File: config.mk
export PLATFORM = sky130hd
export DESIGN_NAME = ifu_fetch
export DESIGN_NICKNAME = d
export VERILOG_FILES = /design/src/rtl/ifu_pkg.sv /design/src/rtl/ifu_perf_counter.sv /design/src/rtl/ifu_fetch.sv
export SDC_FILE = /design/constraint.sdc
export NUM_CORES = 1
export LEC_CHECK = 0
export CORE_UTILIZATION = 39
export DETAILED_ROUTE_END_ITERATION = 8
export DONT_BUFFER_PORTS = 1
export PLACE_DENSITY_LB_ADDON = 0.3
export SYNTH_ARGS = -nofsm -noshare
export SYNTH_HDL_FRONTEND = slang
export SYNTH_HIERARCHICAL = 1
export SYNTH_SLANG_ARGS = --single-unit
File: constraint.sdc
create_clock -name clk -period 2.75 [get_ports clk]
set_input_delay 0.55 -clock clk [delete_from_list [all_inputs] [get_ports clk]]
set_output_delay 0.55 -clock clk [all_outputs]
set_load 0.05 [all_outputs]
File: src/rtl/ifu_pkg.sv
// Shared types and constants for the instruction fetch unit.
package ifu_pkg;

   localparam int unsigned XLEN = 32;

   localparam logic [XLEN-1:0] RESET_PC = 32'h8000_0000;
   localparam logic [XLEN-1:0] NOP_INST = 32'h0000_0013;  // addi x0,x0,0
   localparam logic [1:0]      FETCH_ALIGN_MASK = 2'b11;

   typedef enum logic [2:0] {
      IDLE  = 3'd0,
      REQ   = 3'd1,
      WAIT  = 3'd2,
      VALID = 3'd3,
      FAULT = 3'd4
   } ifu_state_e;

endpackage

File: src/rtl/ifu_perf_counter.sv
// Free-running wrapping event counter with enable.
module ifu_perf_counter
   import ifu_pkg::*;
#(
   parameter int unsigned WIDTH = XLEN
) (
   input  logic             clk,
   input  logic             rst_n,
   input  logic             en,
   output logic [WIDTH-1:0] cnt
);

   logic [WIDTH-1:0] cnt_q;
   logic [WIDTH-1:0] cnt_d;

   // Natural modulo-2^WIDTH wrap, no saturation.
   always_comb begin
      cnt_d = cnt_q + WIDTH'(1);
   end

   always_ff @(posedge clk or negedge rst_n) begin
      if (!rst_n) begin
         cnt_q <= '0;
      end else if (en) begin
         cnt_q <= cnt_d;
      end
   end

   assign cnt = cnt_q;

endmodule

File: src/rtl/ifu_fetch.sv
// Instruction fetch unit: PC, one-outstanding request channel, and the
// ifu_valid/inst/pc/dnpc handshake to the single-cycle execute stage.
module ifu_fetch
   import ifu_pkg::*;
(
   input  logic        clk,
   input  logic        rst,
   output logic        req_valid,
   input  logic        req_ready,
   output logic [31:0] req_addr,
   input  logic        resp_valid,
   input  logic [31:0] resp_data,
   input  logic        resp_err,
   output logic        ifu_valid,
   output logic [31:0] inst,
   output logic [31:0] pc,
   input  logic [31:0] dnpc,
   output logic        fault,
   output logic [31:0] fault_pc,
   output logic [31:0] fetch_cnt,
   output logic [31:0] stall_cnt
);

   ifu_state_e      state_q, state_d;
   logic [XLEN-1:0] pc_q, pc_d;
   logic [XLEN-1:0] inst_q, inst_d;
   logic [XLEN-1:0] fault_pc_q, fault_pc_d;
   logic            req_valid_q, req_valid_d;
   logic            ifu_valid_q, ifu_valid_d;
   logic            fault_q, fault_d;
   logic            fetch_en_c;
   logic            stall_en_c;

   // State register.
   always_ff @(posedge clk or negedge rst) begin
      if (!rst) begin
         state_q <= IDLE;
      end else begin
         state_q <= state_d;
      end
   end

   // Next-state and datapath update.
   always_comb begin
      state_d    = state_q;
      pc_d       = pc_q;
      inst_d     = inst_q;
      fault_pc_d = fault_pc_q;
      case (state_q)
         IDLE: state_d = REQ;
         REQ: begin
            if (req_ready) begin
               state_d = WAIT;
            end
         end
         WAIT: begin
            if (resp_valid) begin
               if (resp_err) begin
                  state_d    = FAULT;
                  fault_pc_d = pc_q;
               end else begin
                  inst_d  = resp_data;
                  state_d = VALID;
               end
            end
         end
         VALID: begin
            // pc follows dnpc even when the target turns out misaligned.
            pc_d = dnpc;
            if ((dnpc[1:0] & FETCH_ALIGN_MASK) != 2'b00) begin
               state_d    = FAULT;
               fault_pc_d = dnpc;
            end else begin
               state_d = REQ;
            end
         end
         FAULT:   state_d = FAULT;
         default: state_d = IDLE;
      endcase
   end

   // Moore outputs are decoded from the next state so they register with it.
   always_comb begin
      req_valid_d = (state_d == REQ);
      ifu_valid_d = (state_d == VALID);
      fault_d     = (state_d == FAULT);
      fetch_en_c  = (state_q == VALID);
      stall_en_c  = (state_q == REQ) || (state_q == WAIT);
   end

   always_ff @(posedge clk or negedge rst) begin
      if (!rst) begin
         pc_q        <= RESET_PC;
         inst_q      <= NOP_INST;
         fault_pc_q  <= '0;
         req_valid_q <= 1'b0;
         ifu_valid_q <= 1'b0;
         fault_q     <= 1'b0;
      end else begin
         pc_q        <= pc_d;
         inst_q      <= inst_d;
         fault_pc_q  <= fault_pc_d;
         req_valid_q <= req_valid_d;
         ifu_valid_q <= ifu_valid_d;
         fault_q     <= fault_d;
      end
   end

   ifu_perf_counter #(.WIDTH(XLEN)) u_fetch_cnt (
      .clk   (clk),
      .rst_n (rst),
      .en    (fetch_en_c),
      .cnt   (fetch_cnt)
   );

   ifu_perf_counter #(.WIDTH(XLEN)) u_stall_cnt (
      .clk   (clk),
      .rst_n (rst),
      .en    (stall_en_c),
      .cnt   (stall_cnt)
   );

   assign req_valid = req_valid_q;
   assign req_addr  = pc_q;
   assign ifu_valid = ifu_valid_q;
   assign inst      = inst_q;
   assign pc        = pc_q;
   assign fault     = fault_q;
   assign fault_pc  = fault_pc_q;

endmodule

==> reports/results.tsv <==
stage	metric	value	unit
logic_synthesis	synthTopCellsByCount	dfrtp_1, mux2_2, xnor2_1, buf_4, mux2_4	
final_layout	fillers	1634	
status	outcome	finished, violations left	
floorplan	die_h	137	um
critical_path	worst_setup_path_start_kind	register	
final_layout	syn_to_final_growth	12.0	%
critical_path	worstPathArrival	2650	ps
clock_tree	cts_buffer_depth	2	
detailed_routing	route.detailed.drc	0	
logic_synthesis	synth_edf_count	0	
logic_synthesis	synth-seq-area-share	0.584	
grt	grt_first_pass_wirelength	22.9	mm
place	portBuffers	0	
timing	hold_ws	-174	ps
timing	skew	10.5	ps
critical_path	crit_end	u_stall_cnt/cnt[23]	
floorplan	die_area	18800	sq um
logic_synthesis	ys_types	37	
critical_path	r2r_slack	440	ps
logic_synthesis	ys.flop_type	dfrtp_1	
clock_tree	cts_buffers	17	
logic_synthesis	synth_top_cell_area_share	0.569	
clock_tree	tritoncts	built	
critical_path	cp_slowest_cell	or4_4	
clock_tree	cts_sinks	166	
clock_tree	cts_root_buf	clkbuf_16	
logic_synthesis	ys_ff_latch	166	
critical_path	critPathBufInv	1	
grt	grt_pass1_vias	4206	
place	place_congestion	0.824	
logic_synthesis	synthArstFlopShare	1.00	
critical_path	cp_slowest_stage_delay	590	ps
timing	setup_viol	0	
final_layout	final_util	0.446	
clock_tree	path_clk_slew	70	ps
timing	fin_crit_sh	0.839	
logic_synthesis	synth_cells	516	
logic_synthesis	synth_warnings	6	
detailed_routing	via_per_inst	5.34	
logic_synthesis	syn_area	7120	sq um
floorplan	rows	49	
clock_tree	htreeDepth	4	
timing	setup_tns	0	ps
floorplan	pin_count	264	
critical_path	reg2reg_from	state_q[1]	
grt	track_usage	0.164	
final_layout	drive_above_1_share	0.333	
detailed_routing	drtIter0Drc	163	
critical_path	required	3090	ps
timing	hold_viol	164	
detailed_routing	drt-total-wl	15.2	mm
timing	max_freq	433	MHz
critical_path	crit_cells	7	
floorplan	core-area	17900	sq um
logic_synthesis	synth.avg_cell_area	13.8	sq um
floorplan	initial_core_util	0.398	
final_layout	diodes	0	
final_layout	nets	598	
critical_path	reg2reg_depth	7	
detailed_routing	wire_per_inst	19.8	um
job	maxCapViolations	0	
detailed_routing	dr_total_vias	4104	
logic_synthesis	yosysTopAreaCell	dfrtp_1	
detailed_routing	drtAntennaViolNets	0	
timing	fin_crit	2310	ps
clock_tree	post_cts_buffers	0	
grt	antenna_found_initial	1	
critical_path	critPathTopFamily	simple AND/OR/NAND/NOR gates	
timing	slew_violations	0	
timing	max-slew-margin-rel	0.356	
critical_path	crit_chain	xnor2_1 -> nor2_1 -> buf_4 -> nand4_4 -> or4_4 -> nor4_2 -> xor2_1	
detailed_routing	first_pass_iters	4	
critical_path	startpoint	state_q[1]	
critical_path	worstPathMaxFanout	10	
min_path	hold_class	input pin to asynchronous set/reset pin	
place	dp_hpwl	10.7	mm
clock_tree	post_cts_resized	0	
status	violations	negative hold slack	
timing	rsz0062_at_grt	no	
grt	grt_max_degree	167	
floorplan	die_w	137	um
critical_path	worstReg2RegEnd	u_stall_cnt/cnt[23]	
logic_synthesis	synth.net_count	587	
critical_path	cp-end-kind	register	
logic_synthesis	yosys-top-cells-area	dfrtp_1, mux2_2, mux2_4, xnor2_1, buf_4	
critical_path	critical_path_class	register to register	
grt	grt_overflow_total	0	
logic_synthesis	yosysMostFrequentCell	dfrtp_1	
timing	tightest_slew	966	ps
clock_tree	worstSkewPairLatency	420	ps
[final cells by class]
cell class	instances	area, sq um	area share
Clock inverter	14	190	0.0238
Multi-Input combinational cell	299	2620	0.328
Clock buffer	18	429	0.0538
Sequential cell	166	4160	0.521
Inverter	6	22.5	0.00282
Timing Repair Buffer	37	278	0.0348
Tap cell	229	287	0.0359
[layout by cell type, fill, tap and decap left out, types with 2 or more instances in the layout]
master,Yosys,final
a21oi_1,2,2
nor3b_1,2,2
buf_4,32,37
and3_1,8,8
nor2_1,10,10
nor4_1,8,8
xnor2_1,39,39
and4_1,6,6
nand4_4,2,2
dfrtp_1,162,162
nand2_1,25,25
or4_4,2,2
mux2_2,66,66
dfstp_2,4,4
ha_1,2,2
inv_1,6,6
nand4_1,20,20
nor3_1,10,10
clkbuf_16,0,17
xor2_1,24,24
and2_1,4,4
nand3b_1,3,3
bufinv_16,0,3
clkinv_4,0,5
and4_2,2,2
nand3_1,18,18
a21o_1,2,2
nand4b_1,2,2
nor4_2,4,4
mux2_4,28,28
inv_8,0,2
inv_6,0,3
o211ai_1,4,4
[metrics by stage]
step	instance area (sq um)	setup WS [ps]	cells	hold slack [ps]
finish	7980	443	769	-174
global route	7980	339	769	-212
CTS	7980	459	769	-201
detailed placement	7360	453	737	258
global placement	7360	550	737	258
floorplan	7120	325	516	254
[logic make-up (layout without fill, tap and decap cells)]
logic type | count (synthesis) | in the layout | synth area share
flip-flops | 166 | 166 | 0.584
AND/OR/NAND/NOR | 129 | 129 | 0.111
multiplexers | 94 | 94 | 0.163
XOR/XNOR | 63 | 63 | 0.0775
buffers and inverters | 51 | 75 | 0.0508
AO/OA/AOI/OAI | 11 | 11 | 0.0102
adder cells (fa/ha/maj) | 2 | 2 | 0.00351
[state kept, by name (all words and copies together) (netlist names)]
signal	flops
state_q	3
req_valid	1
pc	32
ifu_valid	1
inst	32
u_fetch_cnt/cnt	32
fault	1
fault_pc	32
u_stall_cnt/cnt	32
[per-layer routing]
layer / share of wire / global-route usage / vias up
met1: 0.38 / 0.178 / 2073
met4: 0.021 / 0.0726 / 2
met5: 0.0012 / 0 / -
met3: 0.099 / 0.0752 / 24
met2: 0.50 / 0.271 / 191
li1: - / - / 1814
[worst min-delay path by stage]
stage	end	startpoint
after floorplan	fault	rst
after global placement	inst[9]	rst
after detailed placement	inst[6]	rst
after CTS	inst[5]	rst
after global routing	inst[8]	rst
final	inst[9]	rst
Power is not shown: default switching activity piles up to over one toggle a cycle in this logic, so the estimate is an artifact.
